--- src/rtl/sn_pkg.sv ---
// -----------------------------------------------------------------------------
// sn_pkg
// Shared definitions for the stochastic-number accumulator bank.
//   DIM_DEF      default number of stochastic lanes
//   NUM_BIT_DEF  default per-lane count width
//   IDLE/ACC/HOLD state constants and the sn_state_e enum built from them
// -----------------------------------------------------------------------------
package sn_pkg;

    localparam int DIM_DEF     = 10;
    localparam int NUM_BIT_DEF = 8;

    localparam logic [1:0] IDLE = 2'd0;
    localparam logic [1:0] ACC  = 2'd1;
    localparam logic [1:0] HOLD = 2'd2;

    typedef enum logic [1:0] {
        ST_IDLE = IDLE,
        ST_ACC  = ACC,
        ST_HOLD = HOLD
    } sn_state_e;

endpackage

--- src/rtl/sn_lane_counter.sv ---
// -----------------------------------------------------------------------------
// sn_lane_counter
// One saturating lane counter. Load takes the incoming bit as the first
// sample of a stream; inc adds the bit, sticking at all-ones.
// Ports:
//   i_clk_fsm_mux  clock (rising edge)
//   i_rst_fsm_mux  asynchronous active-high reset
//   clr            synchronous clear to zero (highest priority)
//   load           start a new count with sn_bit
//   inc            accumulate sn_bit
//   sn_bit         stochastic bit for this lane
//   cnt            current count
// -----------------------------------------------------------------------------
module sn_lane_counter #(
    parameter int W = 8
) (
    input  logic         i_clk_fsm_mux,
    input  logic         i_rst_fsm_mux,
    input  logic         clr,
    input  logic         load,
    input  logic         inc,
    input  logic         sn_bit,
    output logic [W-1:0] cnt
);

    always_ff @(posedge i_clk_fsm_mux or posedge i_rst_fsm_mux) begin
        if (i_rst_fsm_mux)
            cnt <= '0;
        else if (clr)
            cnt <= '0;
        else if (load)
            cnt <= {{(W-1){1'b0}}, sn_bit};
        else if (inc && sn_bit && (cnt != {W{1'b1}}))
            cnt <= cnt + 1'b1;
    end

endmodule

--- src/rtl/sn_acc_bank.sv ---
// -----------------------------------------------------------------------------
// sn_acc_bank
// Converts DIM parallel stochastic bit streams into binary ones-counts plus
// the stream length, then holds the result under a valid/ready handshake.
// Ports:
//   i_clk_fsm_mux  clock (rising edge)
//   i_rst_fsm_mux  asynchronous active-high reset
//   i_isgen        stream-active qualifier
//   i_sn_bit[DIM]  stochastic bit per lane, used only while i_isgen=1
//   i_clear        synchronous flush, beats every other event
//   i_ready        downstream accepts the held result
//   o_valid        result held and valid
//   o_bn[DIM]      saturating ones-count per lane
//   o_len          saturating number of i_isgen=1 cycles
//   o_drop_cnt     (only with SN_ACC_DROP_CNT_EN) streams dropped while a
//                  result was held, saturating at 255
// Build option: define SN_ACC_DROP_CNT_EN to add the drop counter.
// -----------------------------------------------------------------------------
module sn_acc_bank
    import sn_pkg::*;
#(
    parameter int DIM     = DIM_DEF,
    parameter int NUM_BIT = NUM_BIT_DEF
) (
    input  logic               i_clk_fsm_mux,
    input  logic               i_rst_fsm_mux,
    input  logic               i_isgen,
    input  logic               i_sn_bit [DIM-1:0],
    input  logic               i_clear,
    input  logic               i_ready,
    output logic               o_valid,
    output logic [NUM_BIT-1:0] o_bn [DIM-1:0],
`ifdef SN_ACC_DROP_CNT_EN
    output logic [7:0]         o_drop_cnt,
`endif
    output logic [NUM_BIT:0]   o_len
);

    sn_state_e state, nxt_state;
    logic      isgen_q;     // i_isgen one cycle ago
    logic      drop_act;    // current i_isgen run belongs to a dropped stream
    logic      drop_nxt;
    logic      cnt_load;
    logic      cnt_inc;
    logic      fresh_ok;

    // A stream may start unless we are still inside the tail of a dropped
    // one; that tail only ends when i_isgen falls.
    assign fresh_ok = !(drop_act && isgen_q);

    always_comb begin
        nxt_state = state;
        cnt_load  = 1'b0;
        cnt_inc   = 1'b0;
        drop_nxt  = drop_act;
        if (i_clear) begin
            nxt_state = ST_IDLE;
            drop_nxt  = 1'b0;
        end else begin
            case (state)
                ST_IDLE: begin
                    if (i_isgen && fresh_ok) begin
                        nxt_state = ST_ACC;
                        cnt_load  = 1'b1;
                    end
                end
                ST_ACC: begin
                    if (i_isgen) cnt_inc = 1'b1;
                    else         nxt_state = ST_HOLD;
                end
                ST_HOLD: begin
                    if (i_ready) begin
                        // zero-bubble restart when a clean stream begins now
                        if (i_isgen && fresh_ok) begin
                            nxt_state = ST_ACC;
                            cnt_load  = 1'b1;
                        end else begin
                            nxt_state = ST_IDLE;
                        end
                    end else if (i_isgen) begin
                        drop_nxt = 1'b1;
                    end
                end
                default: nxt_state = ST_IDLE;
            endcase
            if (!i_isgen) drop_nxt = 1'b0;
        end
    end

    always_ff @(posedge i_clk_fsm_mux or posedge i_rst_fsm_mux) begin
        if (i_rst_fsm_mux) begin
            state    <= ST_IDLE;
            isgen_q  <= 1'b0;
            drop_act <= 1'b0;
            o_valid  <= 1'b0;
        end else begin
            state    <= nxt_state;
            isgen_q  <= i_isgen;
            drop_act <= drop_nxt;
            o_valid  <= (nxt_state == ST_HOLD);
        end
    end

    // Stream length, saturating one bit wider than the lane counts.
    always_ff @(posedge i_clk_fsm_mux or posedge i_rst_fsm_mux) begin
        if (i_rst_fsm_mux)
            o_len <= '0;
        else if (i_clear)
            o_len <= '0;
        else if (cnt_load)
            o_len <= {{NUM_BIT{1'b0}}, 1'b1};
        else if (cnt_inc && (o_len != {(NUM_BIT+1){1'b1}}))
            o_len <= o_len + 1'b1;
    end

    for (genvar g = 0; g < DIM; g++) begin : g_lane
        sn_lane_counter #(.W(NUM_BIT)) u_lane (
            .i_clk_fsm_mux (i_clk_fsm_mux),
            .i_rst_fsm_mux (i_rst_fsm_mux),
            .clr           (i_clear),
            .load          (cnt_load),
            .inc           (cnt_inc),
            .sn_bit        (i_sn_bit[g]),
            .cnt           (o_bn[g])
        );
    end

`ifdef SN_ACC_DROP_CNT_EN
    // Count each dropped stream once, on its rising i_isgen edge.
    logic drop_start;
    assign drop_start = (state == ST_HOLD) && !i_ready && i_isgen && !isgen_q;

    always_ff @(posedge i_clk_fsm_mux or posedge i_rst_fsm_mux) begin
        if (i_rst_fsm_mux)
            o_drop_cnt <= '0;
        else if (i_clear)
            o_drop_cnt <= '0;
        else if (drop_start && (o_drop_cnt != 8'hFF))
            o_drop_cnt <= o_drop_cnt + 1'b1;
    end
`endif

endmodule

--- config.mk ---
export PLATFORM = sky130hd
export DESIGN_NAME = sn_acc_bank
export DESIGN_NICKNAME = d
export VERILOG_FILES = /design/src/rtl/sn_pkg.sv /design/src/rtl/sn_lane_counter.sv /design/src/rtl/sn_acc_bank.sv
export SDC_FILE = /design/constraint.sdc
export NUM_CORES = 1
export LEC_CHECK = 0
export ABC_AREA = 1
export ABC_CLOCK_PERIOD_IN_PS = 6150
export CELL_PAD_IN_SITES_DETAIL_PLACEMENT = 1
export CELL_PAD_IN_SITES_GLOBAL_PLACEMENT = 1
export CORE_ASPECT_RATIO = 1.4
export CORE_MARGIN = 5
export CORE_UTILIZATION = 30
export CTS_CLUSTER_DIAMETER = 200
export DETAILED_ROUTE_END_ITERATION = 8
export PLACE_DENSITY_LB_ADDON = 0.25
export SYNTH_ARGS = -nofsm -noshare
export SYNTH_HDL_FRONTEND = slang
export SYNTH_SLANG_ARGS = --single-unit
--- constraint.sdc ---
create_clock -name i_clk_fsm_mux -period 6.15 [get_ports i_clk_fsm_mux]
set_clock_uncertainty 0.15 [all_clocks]
set_input_delay 1.23 -clock i_clk_fsm_mux [delete_from_list [all_inputs] [get_ports i_clk_fsm_mux]]
set_output_delay 1.23 -clock i_clk_fsm_mux [all_outputs]
set_load 0.02 [all_outputs]
---- Yosys cells after proc, flatten, opt, wreduce, memory -nomap -nowiden ----
Index checks and enable logic that the tools add are counted.
W data, S select, Z words.
cells by class
  multiplexer cells ....................... 50
  add/subtract/negate cells ............... 11
  reductions and logical operators ........ 37
  equal/unequal tests ..................... 16
operators with widths
  operator               number
  $mux W8                30
  $add A8 B1 Y8 const B  10
  $ne A8 B8 Y1 const B   10
  $reduce_bool A3 Y1     11
  $mux W9                3
  $logic_and A1 B1 Y1    23
  $mux W1                11
  $add A9 B1 Y9 const B  1
  $ne A9 B9 Y1 const B   1
  $mux W2                4
  $pmux W2 S3            1
  $eq A2 B2 Y1 const B   2
  $ne A3 B1 Y1 const B   1
  $ne A3 B3 Y1 const B   1
  $eq A2 B1 Y1 const B   1
  $logic_not A2 Y1       1
  $pmux W1 S2            1
  $reduce_and A2 Y1      1
  $logic_not A1 Y1       1
storage, ports and cells
  flip-flop bits (word level) ............. 94
  logic and storage cells ................. 129
  output and inout bits ................... 90
  input bits .............................. 15

---- Longest topological paths before layout ----
Gate-level depths: netlist of run 1.
  depth in word-level cells ............... 9
  gate-level depth with buffers ........... 11
  depth with buffers taken out ............ 10

---- Modules after synthesis ----
From an unflattened synthesis of run 1, not the netlist that was laid out.
unflattened totals
  cell total of the unflattened synthesis .. 883
  area total of the unflattened synthesis .. 6162.2 um2
by module, submodules not included
  module           seq. area each (um2)  instances  area each (um2)  cells an instance
  sn_lane_counter  200.2                 10         543.0            79
  sn_acc_bank      350.3                 1          732.0            93

---- Least setup slack after synthesis of run 1 ----
No wires, ideal clock.
  path kind ............................... input-to-reg
  start ................................... in i_ready
  end ..................................... reg g_lane[6].u_lane.cnt[2]
  required time ........................... 5882 ps
  cell stages on the path ................. 9
  setup time .............................. 118 ps
  buffers on the path ..................... 2
  data arrival time ....................... 2062 ps
  slack ................................... 3820 ps
  cells stage by stage .................... inv_1 nand2_1 nand4_1 nor2_1 buf_4 buf_6 nor2_1 nand3_1 nand2_1
between the ends
  cells in the longest elaborated chain, start to end .. 5
  elaborated cells between the ends (all ways) .. 6
  classes of those cells .................. 5 x mux; 1 x reduce/logical
ends and longest elaborated chain
  item                  RTL line               text
  from (decl)           sn_acc_bank.sv:30      input logic i_ready,
  $mux W1 *             sn_acc_bank.sv:72      if (i_ready) begin
  $pmux W1 S2 *         sn_acc_bank.sv:60      case (state)
  $mux W1 *             sn_acc_bank.sv:56      if (i_clear) begin
  $mux W8               sn_lane_counter.sv:31  else if (load)
  $mux W8               sn_lane_counter.sv:29  else if (clr)
  to (signal assigned)  sn_lane_counter.sv:32  cnt <= {{(W-1){1'b0}}, sn_bit};
  to (signal assigned)  sn_lane_counter.sv:34  cnt <= cnt + 1'b1;
  to (decl)             sn_lane_counter.sv:23  output logic [W-1:0] cnt
Every way passes the cells marked *; elsewhere a longest branch is shown, timed or not.
A chain may end at the register's enable or synchronous reset.

---- Final worst setup path of run 1 ----
  start ................................... in i_isgen
  end ..................................... reg g_lane[6].u_lane.cnt[7]
between the ends
  cells in the longest elaborated chain, start to end .. 7
  elaborated cells between the ends (all ways) .. 13
  classes of those cells .................. 9 x mux; 4 x reduce/logical
ends and longest elaborated chain
  item                 RTL line                              text
  from (decl)          sn_acc_bank.sv:27                     input logic i_isgen,
  $logic_and A1 B1 Y1  sn_acc_bank.sv:62, sn_acc_bank.sv:74
  $mux W1              sn_acc_bank.sv:62, sn_acc_bank.sv:74
  $mux W1              sn_acc_bank.sv:72
  $pmux W1 S2          sn_acc_bank.sv:60
  $mux W1              sn_acc_bank.sv:56
  $mux W8              sn_lane_counter.sv:31
  $mux W8              sn_lane_counter.sv:29
Several ways; a longest one is shown, not always the timed one.

==> impl_results.md, run 1 <==
* Worst Path Arrival at 3.67 ns
* Detail Route Antenna Nets at 0
* CTS tree: built
* Worst Max-Slew Pin Slew at 0.8754 ns
* Clock Path Buffers at 2
* GR Overflow Total at 0
* Sequential fraction of the synthesis area at 0.3795
* Top Family by Delay on Critical Path: simple AND/OR/NAND/NOR gates
* Largest net degree at the start of global routing at 65
* Drt via density at 4.957
* Drt wl/cell at 15.43 um
* Yosys top cell by area: dfrtp_1
* Core area at 0.02040 sq mm
* Die W at 131.5 um
* Die ar. at 0.02368 sq mm
* Worst hold start: drop_act$_DFFE_PP0P_
* Worst setup SP type: primary input
* Synth-to-layout area growth at 24.81%
* Vias in the first global route at 6401
* Total Wirelength at 19570 um
* Setup violations, final at 0
* Die H at 180.1 um
* Max_cap viols at 0
* Design Power at 0.001420 W
* Final Hold Fails at 0
* Number of buffers created by CTS at 9
* H-tree lvl count at 3
* R2R Setup Slk at 3.59 ns
* CP Depth at 7
* Vias post-DR at 6285
* Hold Crit Depth at 2
* Worst r2r dst: g_lane[6].u_lane.cnt[7]$_DFFE_PP0P_
* Hold EP: drop_act$_DFFE_PP0P_
* Root Buffer: clkbuf_16
* Netlist cell types at 26
* CTS Sinks at 94
* IO buf count at 104
* Num rows at 62
* Mapped cell area at 0.006198 sq mm
* TNS Setup at 0 ns
* Leakage power at 3.507 nW
* Seq cells post-synth at 94
* Reg clk slew, reported paths at 0.06 ns
* Post-Syn Nets at 941
* Min Tclk post-route at 3.585 ns
* DR pass1 iterations at 4
* Slew margin rel. at 0.4164
* Crit. End Element: flop
* Antenna violations before repair at 0
* Post-CTS Setup Bufs at 0
* First-pass GRT wire length at 33140 um
* Initial DRC Count at 262
* Initial core utilization at 0.3038
* Worst path bufs/invs at 2
* Crit-path cells: clkdlybuf4s50_1 -> nand4_1 -> nor2_4 -> buf_4 -> nor2_1 -> nand3_1 -> nand2_1
* Mean area per synthesized cell at 6.782 sq um
* Io pins at 105
* Cell Pwr Density at 183.6 mW/mm^2
* Worst setup path start: i_isgen
* Syn. warnings at 0
* Overall routing resource usage at 0.1664
* Worst-skew pair later-pin latency at 0.35 ns
* Crit-path max cell delay at 0.73 ns
* Slowest-stage cell, CP: nor2_4
* Area fraction of the dominant cell type after synthesis at 0.3795
* Status: complete, no violations
* Crit Path Max Fanout at 33
* Hold-fix buffers, CTS at 0
* Final Net Count at 1034
* # resized after CTS at 0
* Pins Over Slew Limit at 0
* Worst path required time at 6.23 ns
* VDD IR max at 110.8 uV
* RSZ-0062 raised after global routing: no
* Dpl hpwl at 13560 um
* Number of diodes at 0
* DR DRC count at 0
* Worst Reg-to-Reg Cells at 7
* FMAX at 278.9 MHz
* R2R Path Start: state[0]$_DFF_PP0_
* Hold Crit Class: flop to flop
* GP Congestion at 0.7804
* Crit share post-route at 0.5830
* Share of layout cells above drive strength 1 at 0.04743
* Synth area leaders: dfrtp_1, nand2_1, nand3_1
* Kind of critical path: primary input to flop
* Gate Count Post-Synth at 914
## layout by cell type (no fill, tap or decap), types with 6 or more instances in the layout
cell type / synthesis / final
nand2_1: 299 / 299
nand3_1: 183 / 183
nor2_1: 124 / 123
clkdlybuf4s50_1: 0 / 104
dfrtp_1: 94 / 94
inv_1: 80 / 79
xor2_1: 12 / 12
ha_1: 12 / 12
xnor2_1: 10 / 10
o21ai_0: 10 / 10
o21bai_1: 10 / 10
nand3_2: 10 / 10
a21oi_1: 9 / 9
clkbuf_16: 0 / 9
nand4_1: 8 / 8
nor3_1: 7 / 7
buf_4: 5 / 6
## cell usage after synthesis, drive strengths merged
cell	n
nand2	309
nand3	194
nor2	126
dfrtp	94
inv	82
buf	20
ha	12
xor2	12
o21ai	10
o21bai	10
xnor2	10
a21oi	9
clkbuf	8
nand4	8
nor3	7
a31oi	2
nand3b	1
## report_power, final
| group | total [W] | internal [W] | switching (W) |
|---|---|---|---|
| combinational | 0.000178 | 0.0000553 | 0.000122 |
| sequential | 0.000655 | 0.000631 | 0.0000241 |
| clock | 0.000587 | 0.000336 | 0.000251 |
## metrics by stage
| stage | std cells | util | hold WS (ns) | instance area, sq um | setup WS (ns) |
|---|---|---|---|---|---|
| final | 1268 | 0.3792 | 0.3761 | 7736 | 2.565 |
| after global routing | 1268 | 0.3792 | 0.4065 | 7736 | 2.370 |
| after CTS | 1268 | 0.3792 | 0.3810 | 7736 | 2.563 |
| after detailed placement | 1252 | 0.3644 | 0.3708 | 7435 | 2.197 |
| after global placement | 1252 | 0.3644 | 0.3650 | 7435 | 2.259 |
| after floorplan | 914 | - | 0.3408 | 6198 | 2.321 |
## routing by layer
layer  vias up  routed length, um  global-route usage
met2        72              10240              0.3066
met4         0                210             0.04076
met3        15                504             0.02430
li1       3118                  -                   -
met5         -                  0                   0
met1      3080               8613              0.2022
## registers in the layout, summed over array words and instances, names as in the netlist
register and flops:
drop_act 1, g_lane.u_lane.cnt 80, isgen_q 1, o_len 9
o_valid 1, state 2
## area by class of cell
type / count / area [sq um]
Tap cell: 256 / 320.3
Fill cell: 2587 / 12670
Multi-Input combinational cell: 710 / 3366
Sequential cell: 94 / 2352
Inverter: 82 / 310.3
Timing Repair Buffer: 110 / 1086
Clock buffer: 12 / 256.5
Clock inverter: 4 / 45.04
## worst register-to-register path, delay by kind of cell (launching register included)
family	cells	cell delay, ns
buffers and inverters	2	0.61
and+or+nand+nor	5	1.26
DFF	1	0.43
## cells by family (layout without fill, tap and decap cells)
kind of cell / count (synthesis) / after routing / synth area share
compound gates: 31 / 31 / 0.02947
xor+xnor: 22 / 22 / 0.03109
fa+ha+maj: 12 / 12 / 0.02422
buf+inv: 110 / 208 / 0.07872
flops: 94 / 94 / 0.3795
simple gates: 645 / 645 / 0.4570
## worst max path at each step
stage | end | slack [ns]
2_1_floorplan | drop_act$_DFFE_PP0P_ | 2.32
3_3_place_gp | g_lane[1].u_lane.cnt[6]$_DFFE_PP0P_ | 2.26
3_5_place_dp | g_lane[1].u_lane.cnt[5]$_DFFE_PP0P_ | 2.20
4_1_cts | g_lane[6].u_lane.cnt[7]$_DFFE_PP0P_ | 2.56
5_1_grt | g_lane[3].u_lane.cnt[6]$_DFFE_PP0P_ | 2.37
6_report | g_lane[6].u_lane.cnt[7]$_DFFE_PP0P_ | 2.56
Power figures use the tool's default switching activity.
==> run 2: changes to the inputs <==
--- a/config.mk
+++ b/config.mk
@@ -6,7 +6,7 @@
 export NUM_CORES = 1
 export LEC_CHECK = 0
 export ABC_AREA = 1
-export ABC_CLOCK_PERIOD_IN_PS = 6150
+export ABC_CLOCK_PERIOD_IN_PS = 3400
 export CELL_PAD_IN_SITES_DETAIL_PLACEMENT = 1
 export CELL_PAD_IN_SITES_GLOBAL_PLACEMENT = 1
 export CORE_ASPECT_RATIO = 1.4
==> constraint.sdc (replaced) <==
create_clock -name i_clk_fsm_mux -period 3.4 [get_ports i_clk_fsm_mux]
set_clock_uncertainty 0.15 [all_clocks]
set_input_delay 0.68 -clock i_clk_fsm_mux [delete_from_list [all_inputs] [get_ports i_clk_fsm_mux]]
set_output_delay 0.68 -clock i_clk_fsm_mux [all_outputs]
set_load 0.02 [all_outputs]
==> run 2 against run 1 <==
Net effect: worst hold slack got worse by 0.0094 ns; register-to-register slack got worse by 2.2 ns; cell count rose by 0.39%; first-iteration DRC count rose by 13%; critical endpoint is now o_bn[72]; non-clock buffer count rose by 5; highest routed layer unchanged; global-route usage fell by 0.19 points; sequential share of layout area fell by 0.34 points.
==> impl_results.md, run 2 (synthesis results as in run 1) <==
* Status: complete, no violations
* Vias post-DR at 6237
* R2R Setup Slk at 1.38 ns
* Die ar. at 0.02368 sq mm
* VDD IR max at 166.7 uV
* Leakage power at 3.545 nW
* Most frequent cells in the layout: nand2_1, nand3_1, nor2_1, clkdlybuf4s50_1, dfrtp_1
* CTS tree: built
* Synth-to-layout area growth at 26.20%
* Drt via density at 4.899
* Total Wirelength at 19230 um
* Final Hold Fails at 0
* Setup violations, final at 0
* Number of diodes at 0
* Core area at 0.02040 sq mm
* Most common cell after layout, fill and taps aside: nand2_1
* H-tree lvl count at 3
* Number of buffers created by CTS at 9
* Initial DRC Count at 297
* Final Net Count at 1039
* Final core occ at 0.3834
* Max_cap viols at 0
* Top Family by Delay on Critical Path: buffers and inverters
* Pins Over Slew Limit at 0
* Kind of critical path: flop to output pin
* Post-CTS Setup Bufs at 0
* Io pins at 105
* Num rows at 62
* Worst Path Arrival at 1.57 ns
* TNS Setup at 0 ns
* # resized after CTS at 0
* Max FFs per register at 80
* GP Congestion at 0.7900
* Hold Crit Class: flop to flop
* Reg clk slew, reported paths at 0.07 ns
* Hold-fix buffers, CTS at 0
* Worst path bufs/invs at 1
* GR Layer Usage met1 at 0.2020
* Initial core utilization at 0.3038
* Biggest regs: g_lane.u_lane.cnt: 80 flops, o_len: 9 flops, state: 2 flops
* Slew margin rel. at 0.6076
* Share of layout cells above drive strength 1 at 0.05310
* Met3 Usage GRT at 0.02346
* Clock Path Buffers at 2
* Overall routing resource usage at 0.1645
* Worst path required time at 2.57 ns
* Crit-path max cell delay at 0.72 ns
* Dpl hpwl at 13940 um
* Multi-input gate area at 0.003366 sq mm
* GRT busiest layer: met2
* IO buf count at 104
* Min Tclk post-route at 2.405 ns
* Slowest-stage cell, CP: clkdlybuf4s50_1
* First-pass GRT wire length at 32860 um
* CTS Sinks at 94
* FMAX at 415.9 MHz
* Design Power at 0.002562 W
* Layout filler cell count at 2586
* Worst-skew pair later-pin latency at 0.34 ns
* GRT met2 Usage at 0.2996
* DR DRC count at 0
* Largest net degree at the start of global routing at 57
* Drt wl/cell at 15.10 um
* Flip-flop and latch area at 0.002352 sq mm
* Crit-path cells: clkdlybuf4s50_1
* Cell Pwr Density at 327.5 mW/mm^2
* Die W at 131.5 um
* RSZ-0062 raised after global routing: no
* DR pass1 iterations at 4
* Crit Path Max Fanout at 7
* Crit. End Element: output pin
* Vias in the first global route at 6524
* Crit share post-route at 0.7072
* GR Overflow Total at 0
* Worst setup SP type: flop
* Worst Max-Slew Pin Slew at 0.5886 ns
* Antenna violations before repair at 0
* Die H at 180.1 um
* Root Buffer: clkbuf_16
* Largest reg by FF count: g_lane.u_lane.cnt
* Detail Route Antenna Nets at 0
run 2: worst paths after layout:
kind | from | end | depth (start not counted)
worst max-delay path | g_lane[9].u_lane.cnt[0]$_DFFE_PP0P_ | o_bn[72] | 1
worst min register to register | drop_act$_DFFE_PP0P_ | drop_act$_DFFE_PP0P_ | 2
worst min-delay path | drop_act$_DFFE_PP0P_ | drop_act$_DFFE_PP0P_ | 2
worst max register to register | o_len[0]$_DFFE_PP0P_ | o_len[7]$_DFFE_PP0P_ | 11
max in group asynchronous | i_rst_fsm_mux | g_lane[5].u_lane.cnt[3]$_DFFE_PP0P_ | 3
min in group asynchronous | i_rst_fsm_mux | g_lane[7].u_lane.cnt[6]$_DFFE_PP0P_ | 2
run 2: metal layers:
| layer | routed length (um) | up-vias |
|---|---|---|
| li1 | - | 3120 |
| met1 | 8551 | 3015 |
| met2 | 9928 | 82 |
| met3 | 470 | 20 |
| met4 | 274 | 0 |
| met5 | 0 | - |
run 2: worst min-delay path, delay by kind of cell (launching register included):
family | cells | cell delay (ns)
AOI/OAI and AO/OA | 1 | 0.05
buffers and inverters | 1 | 0.05
DFF | 1 | 0.38
run 2: report_power, final:
part	internal, W	switching (W)
sequential	0.00114	0.0000446
clock	0.000588	0.000456
combinational	0.000111	0.000220
total	0.00184	0.000721
run 2: area by class of cell:
type / instances / area share
inverter: 82 / 0.03967
timing repair buffer: 115 / 0.1500
tap: 256 / 0.04095
clock buffer: 10 / 0.03055
clock inverter: 6 / 0.007837
sequential: 94 / 0.3007
multi-input combinational: 710 / 0.4303
run 2: per-stage QoR:
| stage | hold slack, ns | cell area, sq um | instances | setup slack [ns] |
|---|---|---|---|---|
| CTS | 0.3684 | 7823 | 1273 | 0.9614 |
| global placement | 0.3531 | 7522 | 1257 | 0.6489 |
| finish | 0.3667 | 7823 | 1273 | 0.9954 |
| floorplan | 0.3408 | 6198 | 914 | 0.1213 |
| global route | 0.4162 | 7823 | 1273 | 0.8711 |
| detailed placement | 0.3571 | 7522 | 1257 | 0.6181 |
